<file path="config.mk">
export PLATFORM = sky130hd
export DESIGN_NAME = zxuno_option_bank
export DESIGN_NICKNAME = d
export VERILOG_FILES = /design/src/rtl/zxuno_option_bank.sv
export SDC_FILE = /design/constraint.sdc
export NUM_CORES = 1
export LEC_CHECK = 0
export CORE_UTILIZATION = 31
export CTS_BUF_LIST = sky130_fd_sc_hd__clkbuf_8 sky130_fd_sc_hd__clkbuf_16
export DETAILED_ROUTE_END_ITERATION = 12
export GPL_TIMING_DRIVEN = 1
export SKIP_CTS_REPAIR_TIMING = 1
export SLEW_MARGIN = 20
export SYNTH_ARGS = -nofsm -noshare
export SYNTH_HDL_FRONTEND = slang
export SYNTH_SLANG_ARGS = --single-unit
export TNS_END_PERCENT = 30
</file>
<file path="constraint.sdc">
create_clock -name clk -period 2.5 [get_ports clk]
set_input_delay 0.5 -clock clk [delete_from_list [all_inputs] [get_ports clk]]
set_output_delay 0.5 -clock clk [all_outputs]
set_load 0.02 [all_outputs]
</file>
<file path="src/rtl/zxuno_option_bank.sv">
`default_nettype none
//==============================================================================
//  Module   : zxuno_option_bank
//  Purpose  : Bank of NREGS 8-bit option registers mapped into the ZX-Uno
//             register space at BASE_ADDR..BASE_ADDR+NREGS-1 (modulo 256),
//             with an optional write-lock state machine behind LOCK_ADDR.
//
//  Ports    : clk          system clock, rising edge
//             rst_n        synchronous active-low reset
//             zxuno_addr   register-space address
//             zxuno_regrd  read strobe (level)
//             zxuno_regwr  write strobe (level, only its rising edge writes)
//             din          write data
//             dout         read data (combinational, 8'hFF when not driven)
//             oe_n         active-low read-data enable (combinational)
//             options      live register contents, byte k = register k
//             opt_changed  one-cycle pulse per register whose value changed
//             locked       high while the lock FSM is LOCKED or KEY1
//
//  Build    : define OPTBANK_LOCK_EN to compile in the lock FSM and the
//             LOCK_ADDR decode; otherwise the bank is always writable and
//             LOCK_ADDR reads as unmapped.
//
//  Revision : 1.0  initial release
//==============================================================================
module zxuno_option_bank #(
    parameter int                 NREGS       = 2,
    parameter logic [7:0]         BASE_ADDR   = 8'h0E,
    parameter logic [8*NREGS-1:0] RESET_VALUE = '0,
    parameter logic [7:0]         LOCK_ADDR   = 8'h0D
) (
    input  logic               clk,
    input  logic               rst_n,
    input  logic [7:0]         zxuno_addr,
    input  logic               zxuno_regrd,
    input  logic               zxuno_regwr,
    input  logic [7:0]         din,
    output logic [7:0]         dout,
    output logic               oe_n,
    output logic [8*NREGS-1:0] options,
    output logic [NREGS-1:0]   opt_changed,
    output logic               locked
);

    localparam logic [8:0] c_NREGS = 9'(NREGS);

    logic       r_wr_d;
    logic       w_wr_accept;
    logic [7:0] w_off;
    logic       w_in_bank;
    logic       w_lock_hit;
    logic       w_unlocked;
    logic       w_bank_hit;
    logic       w_wr_bank;
    logic [7:0] w_state_rd;
    logic [7:0] w_rd_val;

    // Write-strobe history. Reset loads 1 so a strobe that is already high
    // when reset is released is treated as "seen" and is not accepted.
    always_ff @(posedge clk) begin
        if (!rst_n) begin
            r_wr_d <= 1'b1;
        end else begin
            r_wr_d <= zxuno_regwr;
        end
    end

    assign w_wr_accept = zxuno_regwr & ~r_wr_d;

    // Offset into the bank; 8-bit subtraction wraps modulo 256 naturally.
    assign w_off     = zxuno_addr - BASE_ADDR;
    assign w_in_bank = ({1'b0, w_off} < c_NREGS);

`ifdef OPTBANK_LOCK_EN
    localparam logic [1:0] c_ST_UNLOCKED = 2'd0;
    localparam logic [1:0] c_ST_LOCKED   = 2'd1;
    localparam logic [1:0] c_ST_KEY1     = 2'd2;

    logic [1:0] r_state;

    assign w_lock_hit = (zxuno_addr == LOCK_ADDR);
    assign w_unlocked = (r_state == c_ST_UNLOCKED);

    always_ff @(posedge clk) begin
        if (!rst_n) begin
            r_state <= c_ST_UNLOCKED;
        end else if (w_wr_accept) begin
            case (r_state)
                c_ST_UNLOCKED: begin
                    if (w_lock_hit && din == 8'hFF) r_state <= c_ST_LOCKED;
                end
                c_ST_LOCKED: begin
                    if (w_lock_hit && din == 8'hA5) r_state <= c_ST_KEY1;
                end
                c_ST_KEY1: begin
                    // Any accepted write other than the second key re-locks.
                    if (w_lock_hit && din == 8'h5A) r_state <= c_ST_UNLOCKED;
                    else                            r_state <= c_ST_LOCKED;
                end
                default: r_state <= c_ST_LOCKED;
            endcase
        end
    end

    assign locked     = ~w_unlocked;
    assign w_state_rd = {6'b0, r_state};
`else
    logic w_unused_lock_addr;

    assign w_lock_hit         = 1'b0;
    assign w_unlocked         = 1'b1;
    assign locked             = 1'b0;
    assign w_state_rd         = 8'hFF;
    assign w_unused_lock_addr = &{1'b0, LOCK_ADDR};
`endif

    // The lock address wins over an overlapping bank slot.
    assign w_bank_hit = w_in_bank & ~w_lock_hit;
    assign w_wr_bank  = w_wr_accept & w_bank_hit & w_unlocked;

    generate
        for (genvar k = 0; k < NREGS; k++) begin : g_reg
            localparam logic [7:0] c_K = 8'(k);

            logic [7:0] r_val;
            logic       r_chg;

            always_ff @(posedge clk) begin
                if (!rst_n) begin
                    r_val <= RESET_VALUE[8*k +: 8];
                    r_chg <= 1'b0;
                end else begin
                    r_chg <= 1'b0;
                    if (w_wr_bank && w_off == c_K) begin
                        r_val <= din;
                        r_chg <= (din != r_val);
                    end
                end
            end

            assign options[8*k +: 8] = r_val;
            assign opt_changed[k]    = r_chg;
        end
    endgenerate

    always_comb begin
        w_rd_val = 8'hFF;
        for (int k = 0; k < NREGS; k++) begin
            if (w_off == 8'(k)) w_rd_val = options[8*k +: 8];
        end
    end

    always_comb begin
        dout = 8'hFF;
        oe_n = 1'b1;
        if (zxuno_regrd) begin
            if (w_lock_hit) begin
                dout = w_state_rd;
                oe_n = 1'b0;
            end else if (w_in_bank) begin
                dout = w_rd_val;
                oe_n = 1'b0;
            end
        end
    end

endmodule
`default_nettype wire

</file>
# --- Word-level counts from Yosys, hierarchy flattened ---
# Index checks and enable logic that the tools add are counted.
totals:
  n_memories: 0
  romBits: 0
  out_inout_bits: 28
  latchBits: 0
  wordCells: 24
  reg_bits: 19
  mem_bits_rw: 0
classes:
  order_cmp: 1
  shifts: 0
  addsub: 1
  n_reduce_logical: 5
  n_mux: 6
  bitwise_logic: 3
  eq_ne: 3
  multipliers: 0
  div_mod_pow: 0
ops:
  columns: ["operator", "n"]
  rows:
  - ["$mux 8", 4]
  - ["$ne 8x8->1", 2]
  - ["$eq 8x1->1 const B", 1]
  - ["$logic_not 8->1", 1]
  - ["$lt 8x2->1 const B", 1]
  - ["$sub 8x4->8 const B", 1]
  - ["$reduce_and 2->1", 2]
  - ["$and 1x1->1", 2]
  - ["$logic_and 1x1->1", 2]
  - ["$mux 1", 2]
  - ["$not 1->1", 1]

# --- Depth between registers and ports, before layout ---
# Gate-level depths: netlist of run 1.
logic_depth:
  depth_word: 6
  mapped_depth: 6
  depth_no_buf: 5

# --- Worst setup path before layout of run 1 ---
# No wires, ideal clock.
synth_path:
  kind: "input port to output port"
  start: "input zxuno_addr[1]"
  end: "output dout[0]"
  t_arrival_ns: 1.686
  cell_stages: 5
  t_required_ns: 2.000
  setup_slack_ns: 0.314
  path_cell_list: "ha_1 -> nor3b_2 -> o211ai_2 -> nor3b_2 -> nand2_1"
synth_between:
  elab_chain_len: 6
synth_rtl:
  columns: ["item", "line", "text"]
  rows:
  - ["start: declaration", "34", "input logic [7:0] zxuno_addr,"]
  - ["$sub 8x4->8 (*)", "71", "assign w_off = zxuno_addr - BASE_ADDR;"]
  - ["branches (longest 3 deep; another with $lt 8x2->1)", null, null]
  - ["$mux 8 (*)", "160", "end else if (w_in_bank) begin"]
  - ["$mux 8 (*)", "156", "if (zxuno_regrd) begin"]
  - ["end: declaration", "38", "output logic [7:0] dout,"]
# Mark *: on every way between the ends.

# --- Worst setup path in the final report of run 1 ---
layout_path:
  start: "input zxuno_addr[1]"
  end: "output dout[3]"
# The elaborated chain is that of the path after synthesis.

==> results, run 1 <==
- The number of flops mapped to enable cells by yosys is 0.
- The detailed router's first-iteration violation count is 26.
- Of the synthesized area, sequential elements account for 0.341.
- The number of flip-flops and latches in the synthesized netlist is 19.
- The area after detailed placement is 1650 um^2.
- The shortest period the worst path allows is 2.41 ns.
- The leading cell type by number of instances after synthesis is sky130_fd_sc_hd__nand2_1.
- The half-perimeter wire length after placement is 2.06 mm.
- The worst-case clock skew is 0.00196 ns.
- The total congestion overflow after global routing is 0.
- The post-route total power is 0.601 mW.
- Setup violations remaining at the end of the flow were counted as 0.
- The final-layout setup total negative slack is 0 ns.
- Of the cells placed in the final design, the portion with a size suffix greater than 1 is 0.191.
- The launching element type of the critical path is an input port.
- The floorplan has 21 rows.
- The initial core utilization is 0.329.
- The number of standard cells after synthesis is 123.
- The share of the synthesized area in the top cell type is 0.341.
- Synthesis produced a netlist with a net count of 144.
- The final-report hold violation count is 0.
- The number of top-level design ports is 48.
- The critical path's largest stage delay is a little under 0.3 ns.
- The final worst hold slack is 0.499 ns.
- The maximum fanout count along the critical path is 4.
- In this run the number of H-tree levels came out at 1.
- The slowest stage of the critical path belongs to the cell sky130_fd_sc_hd__nor3b_2.
- Of the total power, registers draw 0.505.
- Entering global routing, the biggest net connects 28 pins.
- The initial antenna violation count is 0.
- The power share of the combinational group is 0.150.
- 0 antenna diodes ended up in the layout.
- In this run the remaining antenna-violating nets after routing total 0.
- The final routed wire length divided by cell count is 12.9 um.
- The share of total power dissipated in the clock network is 0.345.
- The internal cell power is 0.463 mW.
- In this run the most used layer during global routing was met2.
- The worst hold path belongs to the class flip-flop to flip-flop.
- The post-route DRC violation count is 0.
- TritonCTS built the clock tree.
- In this run the tool buffered the top-level ports with 46 buffer cells.
- The critical path goes through dlymetal6s2s_1 -> ha_1 -> nor3b_2 -> o211ai_2 -> nor3b_2 -> buf_4 -> nand2_2 -> buf_6.
- The die boundary height is a little over 60 um.
- The first-pass detailed-route iteration total is 4.
- Each instance of the synthesized netlist takes up on average 9.06 um^2.
- The wire length after detailed routing is approximately 2.8 mm.
- The post-layout net count is ~200.
- The dominant cell type by count on the critical path is sky130_fd_sc_hd__nor3b_2.
- The core footprint is 3390 um^2.
- The total power divided by cell area is 353 nW/um^2.
- After routing the design area is approximately 1700 um^2.
- The total clock buffers created by CTS is 3.
- The first-pass GRT wire length is slightly above 4 mm.
- The clock passes through at most 2 buffers.
- The met1 demand-to-capacity share in global routing is 0.191.
- The library cell occupying the most area in the post-synthesis netlist is sky130_fd_sc_hd__dfxtp_1.
- The tool flagged a number of max-cap violations equal to 0.
- The data arrival time of the critical path is 1.91 ns.
- In the synthesized netlist the dominant register cell turns out to be sky130_fd_sc_hd__dfxtp_1.
- In the finished design, the share of the clock period the worst path needs comes to 0.964.
- The count of unique library cells instantiated by Yosys is 19.
- The clock transition time at the flip-flop clock pins of the worst setup and hold paths is 0.07 ns.
- The area of the mapped netlist is 1110 um^2.
- By area the synthesized netlist is led by sky130_fd_sc_hd__dfxtp_1 34%, sky130_fd_sc_hd__mux2i_1 22%, sky130_fd_sc_hd__xor2_1 13%.
- The category of the worst setup path capture point is an output pin.
- The buffer cell driving the clock tree root is sky130_fd_sc_hd__clkbuf_8.
- For this run, the top clock speed supported by timing is 0.415 GHz.
- In the global route stage, met3 resource usage came out at 0.0311.
- The area growth from synthesis to layout is 52.6%.
- The commonest cells after synthesis are 35 x sky130_fd_sc_hd__nand2_1, 24 x sky130_fd_sc_hd__mux2i_1, 19 x sky130_fd_sc_hd__dfxtp_1.
- For this run, the total global-route usage over all layers was measured as 0.144.
- During synthesis, Yosys emitted a total of 0 warnings.
- The flow ran to the end, and the final reports show no timing, DRC or antenna violations.
- Clock tree synthesis found a total of 19 sinks.
- From left edge to right edge, the die measures around 62 um.
- The post-synthesis async set-or-reset flop share is 0.
- The via density per instance is 4.55.
- The worst-case IR drop observed on VDD is 0.168 mV.
- In this run the power spent charging and discharging nets is between 0.1 and 0.15 mW.
- In the global route stage, met2 resource usage came out at 0.239.
- Summed over all cells, the static leakage comes to between 0.6 and 0.7 nW.
- The total die area is 3840 um^2.
- At the end of routability-driven placement, the weighted congestion stood at 0.684.
- The clock latency reported for the late side of the worst-skew pair is 0.25 ns.
- The max-slew violation count was 0.
- The worst setup path is of the input port to output pin kind.
- The vias after detailed routing is 997.
- The via count of the first global-routing pass is 895.
- The required time reported for the critical path endpoint is approximately 2 ns.
- The switching power as a share of total power is 0.231.
- The core utilization of the finished layout is 0.502.
[flip-flops by register name (all words and copies together) (netlist names)]
register	count
g.r_chg	2
g.r_val	16
r_wr_d	1
[layer usage]
layer	routed length (um)	vias to the layer above
met5	0	-
met4	0	0
met3	135	0
met2	1370	31
met1	1320	460
li1	-	506
[area by class of cell]
| cell class | count | area [um^2] |
|---|---|---|
| fill | 324 | 1690 |
| multi-input combinational | 93 | 683 |
| timing repair buffer | 55 | 527 |
| sequential | 19 | 380 |
| tap | 46 | 57.6 |
| clock buffer | 3 | 41.3 |
| inverter | 2 | 7.51 |
| clock inverter | 1 | 5.00 |
[worst max-delay path: cells and delay by family]
kind	cells	cell delay, ns
buf+inv	3	0.47
fa+ha+maj	1	0.28
compound gates	1	0.12
simple gates	3	0.55
[per-stage QoR]
stage               setup slack, ns  std cells
floorplan                     0.314        123
global placement             -0.469        214
detailed placement           -0.503        214
CTS                          -0.511        218
global route                -0.0179        219
finish                       0.0911        219
[cell families after synthesis]
kind of cell / Yosys count / share of synthesized area
compound gates: 2 / 0.0224
other cells: 1 / 0.00336
xor+xnor: 16 / 0.126
fa+ha+maj: 1 / 0.0112
buf+inv: 11 / 0.0584
flops: 19 / 0.341
simple gates: 49 / 0.222
mux: 24 / 0.215
[placed cells by master, fill, tap and decap left out]
cell type                         count
sky130_fd_sc_hd__nor4_2               2
sky130_fd_sc_hd__nand2_2              3
sky130_fd_sc_hd__buf_12               1
sky130_fd_sc_hd__and3_1               2
sky130_fd_sc_hd__nor4_1               4
sky130_fd_sc_hd__xor2_1              16
sky130_fd_sc_hd__buf_6                5
sky130_fd_sc_hd__clkdlybuf4s50_1     33
sky130_fd_sc_hd__clkbuf_8             3
sky130_fd_sc_hd__dfxtp_1             19
sky130_fd_sc_hd__nand2_1             32
sky130_fd_sc_hd__conb_1               1
sky130_fd_sc_hd__ha_1                 1
sky130_fd_sc_hd__clkinv_2             1
sky130_fd_sc_hd__a31oi_2              1
sky130_fd_sc_hd__dlymetal6s2s_1       3
sky130_fd_sc_hd__o211ai_2             1
sky130_fd_sc_hd__inv_1                2
sky130_fd_sc_hd__nor3b_2              2
sky130_fd_sc_hd__nor2_1               1
sky130_fd_sc_hd__mux2i_1             24
sky130_fd_sc_hd__nor3b_4              1
sky130_fd_sc_hd__clkbuf_2             6
sky130_fd_sc_hd__buf_4                7
sky130_fd_sc_hd__nand2b_1             2
[final timing paths]
| check | end | slack (ns) | cells past startpoint | start |
|---|---|---|---|---|
| max | dout[3] | 0.09 | 8 | zxuno_addr[1] |
| min | g_reg[0].r_val[1] | 0.50 | 2 | g_reg[0].r_val[1] |
| max reg2reg | g_reg[1].r_chg | 1.23 | 4 | g_reg[1].r_val[7] |
| min reg2reg | g_reg[0].r_val[1] | 0.50 | 2 | g_reg[0].r_val[1] |
[power groups by stage]
stage          Combinational, mW  Clock (mW)  Sequential (mW)
2_1_floorplan             0.0388           0            0.311
3_3_place_gp              0.0879           0            0.311
3_5_place_dp              0.0897           0            0.311
4_1_cts                   0.0905       0.216            0.304
5_1_grt                   0.0978       0.231            0.304
6_report                  0.0901       0.208            0.304
Note: power is estimated with default switching activity, not from simulation.
==> run 2: changes to the inputs <==
--- a/config.mk
+++ b/config.mk
@@ -5,6 +5,7 @@
 export SDC_FILE = /design/constraint.sdc
 export NUM_CORES = 1
 export LEC_CHECK = 0
+export CORE_MARGIN = 4
 export CORE_UTILIZATION = 31
 export CTS_BUF_LIST = sky130_fd_sc_hd__clkbuf_8 sky130_fd_sc_hd__clkbuf_16
 export DETAILED_ROUTE_END_ITERATION = 12
==> results, run 2 (same netlist as run 1, synthesis figures left out) <==
- The global-route total usage across every layer came to 0.136 (-0.00787).
- The via density per instance is 4.55 (-0.11%).
- The worst min-delay path class is flip-flop to flip-flop.
- The clock transition time at the flip-flop clock pins of the worst setup and hold paths is 0.07 ns (about the same).
- The final worst hold slack is 0.504 ns (+0.00473 ns).
- The final period utilization came to 0.944 (-0.0193).
- The final RePlAce weighted congestion was 0.772 (+13%).
- The area of all sequential standard cells is 380 um^2 (unchanged).
- The die boundary height is 68.0 um (+9.7%).
- The max-slew violation count is 0 (unchanged).
- The initial core utilization is 0.326 (-0.00253).
- The first-pass detailed-route iteration total came to 4 (unchanged).
- The worst-case clock buffer depth is 2 (unchanged).
- The half-perimeter wire length after placement is 2.25 mm (+9.1%).
- The clock network power share is 0.352 (+0.007).
- The final routed wire length divided by cell count came to 12.6 um (-2.0%).
- TritonCTS built the clock tree.
- The final antenna-violating net count is 0 (unchanged).
- The detailed router's first-iteration violation count is 14 (-46%).
- The worst-case clock skew came to 0.00148 ns (-0.000484 ns).
- Compared with the post-synthesis result, the final layout area differs by 53.4%.
- The number of top-level design ports is 48 (unchanged).
- The switching power as a share of total power is 0.236 (+0.00511).
- Setup repair after global routing could not meet its margin everywhere.
- In the final layout, the registers with the most flip-flops are g.r_val x16, g.r_chg x2, r_wr_d x1.
- The post-layout net count was 197 (+1.0%).
- The deepest level of the CTS H-tree came to 1 (unchanged).
- The proportion of layout cells with a drive suffix above 1 is 0.183 (-0.00789).
- The core footprint is 3420 um^2 (+0.78%).
- The total power divided by cell area is 355 nW/um^2 (+0.52%).
- The total congestion overflow after global routing is 0 (unchanged).
- The total die area was 4620 um^2 (+20%).
- The register bank with the most flops is g.r_val.
- The number of fill cells was 339 (+4.6%).
- The number of max-cap violations was 0 (unchanged).
- The total leakage power is 0.685 nW (-0.63%).
- The initial antenna violation count is 0 (unchanged).
- The clock latency reported for the late side of the worst-skew pair is 0.26 ns (about the same).
- The internal cell power is 0.464 mW (+0.37%).
- The count of buffers inserted at the top-level ports is 46 (unchanged).
- Leaving out fill and tap cells, the most frequent cells in the layout are 35 x sky130_fd_sc_hd__clkdlybuf4s50_1, 34 x sky130_fd_sc_hd__nand2_1, 24 x sky130_fd_sc_hd__mux2i_1.
- The portion of total power attributed to sequential cells came to 0.500 (-0.005).
- The chip width was 68.0 um (+9.7%).
- The buffer cell driving the clock tree root is sky130_fd_sc_hd__clkbuf_8.
- The total clock buffers created by CTS is 3 (unchanged).
- The highest attainable clock frequency is 0.424 GHz (+2.0%).
- The worst IR drop on VDD came to 0.160 mV (-5.2%).
- The multi-input combinational cell area is 672 um^2 (-1.6%).
- The power share of the combinational group is 0.148 (-0.002).
- The net load switching power is 0.143 mW (+3.3%).
- The clock net sink count is 19 (unchanged).
- STA classifies the critical path startpoint as an input port.
- The worst setup path is of the input port to output pin kind.
- The final-report hold violation count was 0 (unchanged).
- The post-route DRC violation count is 0 (unchanged).
- The library cell used most frequently in the layout, excluding fill and tap cells, is sky130_fd_sc_hd__clkdlybuf4s50_1.
- The core utilization of the finished layout is 0.501 (-0.00130).
- The data arrival time of the critical path is 1.86 ns (-0.05 ns).
- The final setup violation count was 0 (unchanged).
- The maximum fanout count along the critical path is 4 (unchanged).
- The vias after detailed routing is 1005 (+0.80%).
- The number of cells traversed by the worst register-to-register path is 4 (unchanged).
- The run finished with clean final reports.
- The shortest period the worst path allows was 2.36 ns (-0.0483 ns).
- The category of the worst setup path capture point is an output pin.
- The wire length after detailed routing came to 2.79 mm (-1.1%).
- The first-pass GRT wire length is 4.73 mm (+17%).
- The flip-flop count of the largest register, all copies and words added is 16 (unchanged).
- The required time reported for the critical path endpoint is 2.00 ns (about the same).
- The total number of placement rows was 21 (unchanged).
- The worst hold path depth is 2 (unchanged).
- The via count of the first global-routing pass is 1068 (+19%).
- The pin count of the biggest net entering global routing was 28 (unchanged).
- The final antenna diode count is 0 (unchanged).
==> run 2: cell count changes in the layout (fill, tap and decap cells not counted) <==
cell,previous run,this run
sky130_fd_sc_hd__clkbuf_2,6,2
sky130_fd_sc_hd__buf_4,7,10
sky130_fd_sc_hd__buf_2,0,2
sky130_fd_sc_hd__clkdlybuf4s50_1,33,35
sky130_fd_sc_hd__nand2_1,32,34
sky130_fd_sc_hd__nand2_2,3,1
sky130_fd_sc_hd__dlymetal6s2s_1,3,2
sky130_fd_sc_hd__nor3b_2,2,3
sky130_fd_sc_hd__nor3b_4,1,0
==> run 2: worst paths after layout <==
path	startpoint	to	slack (ns)
hold / removal	g_reg[0].r_val[0]	g_reg[0].r_val[0]	0.50
hold reg to reg	g_reg[0].r_val[0]	g_reg[0].r_val[0]	0.50
setup reg to reg	g_reg[0].r_val[6]	g_reg[0].r_chg	1.24
setup / recovery	zxuno_addr[2]	dout[4]	0.14
==> run 2: area by class of cell <==
| type | count | area share |
|---|---|---|
| Inverter | 2 | 0.00439 |
| Multi-Input combinational cell | 93 | 0.393 |
| Timing Repair Buffer | 57 | 0.320 |
| Clock inverter | 1 | 0.00293 |
| Clock buffer | 3 | 0.0241 |
| Sequential cell | 19 | 0.222 |
| Tap cell | 46 | 0.0337 |
==> run 2: routing by layer <==
metal,up-vias,share of wire,track usage
li1,508,-,-
met1,465,0.44,0.160
met2,27,0.50,0.244
met3,5,0.048,0.0312
met4,0,0.0082,0.0372
met5,-,0,0
==> run 2: power groups by stage <==
stage / Clock (mW) / Combinational (mW) / Sequential (mW)
floorplan: 0 / 0.0388 / 0.311
CTS: 0.222 / 0.0915 / 0.304
global route: 0.235 / 0.0991 / 0.304
detailed placement: 0 / 0.0911 / 0.311
finish: 0.214 / 0.0900 / 0.304
global placement: 0 / 0.0895 / 0.311
==> run 2: critical path, cell delays in order <==
cell and delay [ns]:
sky130_fd_sc_hd__dlymetal6s2s_1 0.14, sky130_fd_sc_hd__ha_1 0.31, sky130_fd_sc_hd__nor3b_2 0.19, sky130_fd_sc_hd__o211ai_2 0.12
sky130_fd_sc_hd__nor3b_2 0.23, sky130_fd_sc_hd__buf_4 0.17, sky130_fd_sc_hd__nand2_1 0.05, sky130_fd_sc_hd__buf_2 0.16
==> run 2: stage by stage <==
stage	cells	area [um^2]	total power, mW	TNS, ns	worst slack [ns]
floorplan	123	1110	0.349	0	0.314
global placement	216	1660	0.400	-4.23	-0.489
detailed placement	216	1660	0.402	-4.61	-0.537
CTS	220	1710	0.617	-4.69	-0.543
global route	221	1710	0.638	-0.0615	-0.0123
finish	221	1710	0.608	0	0.139
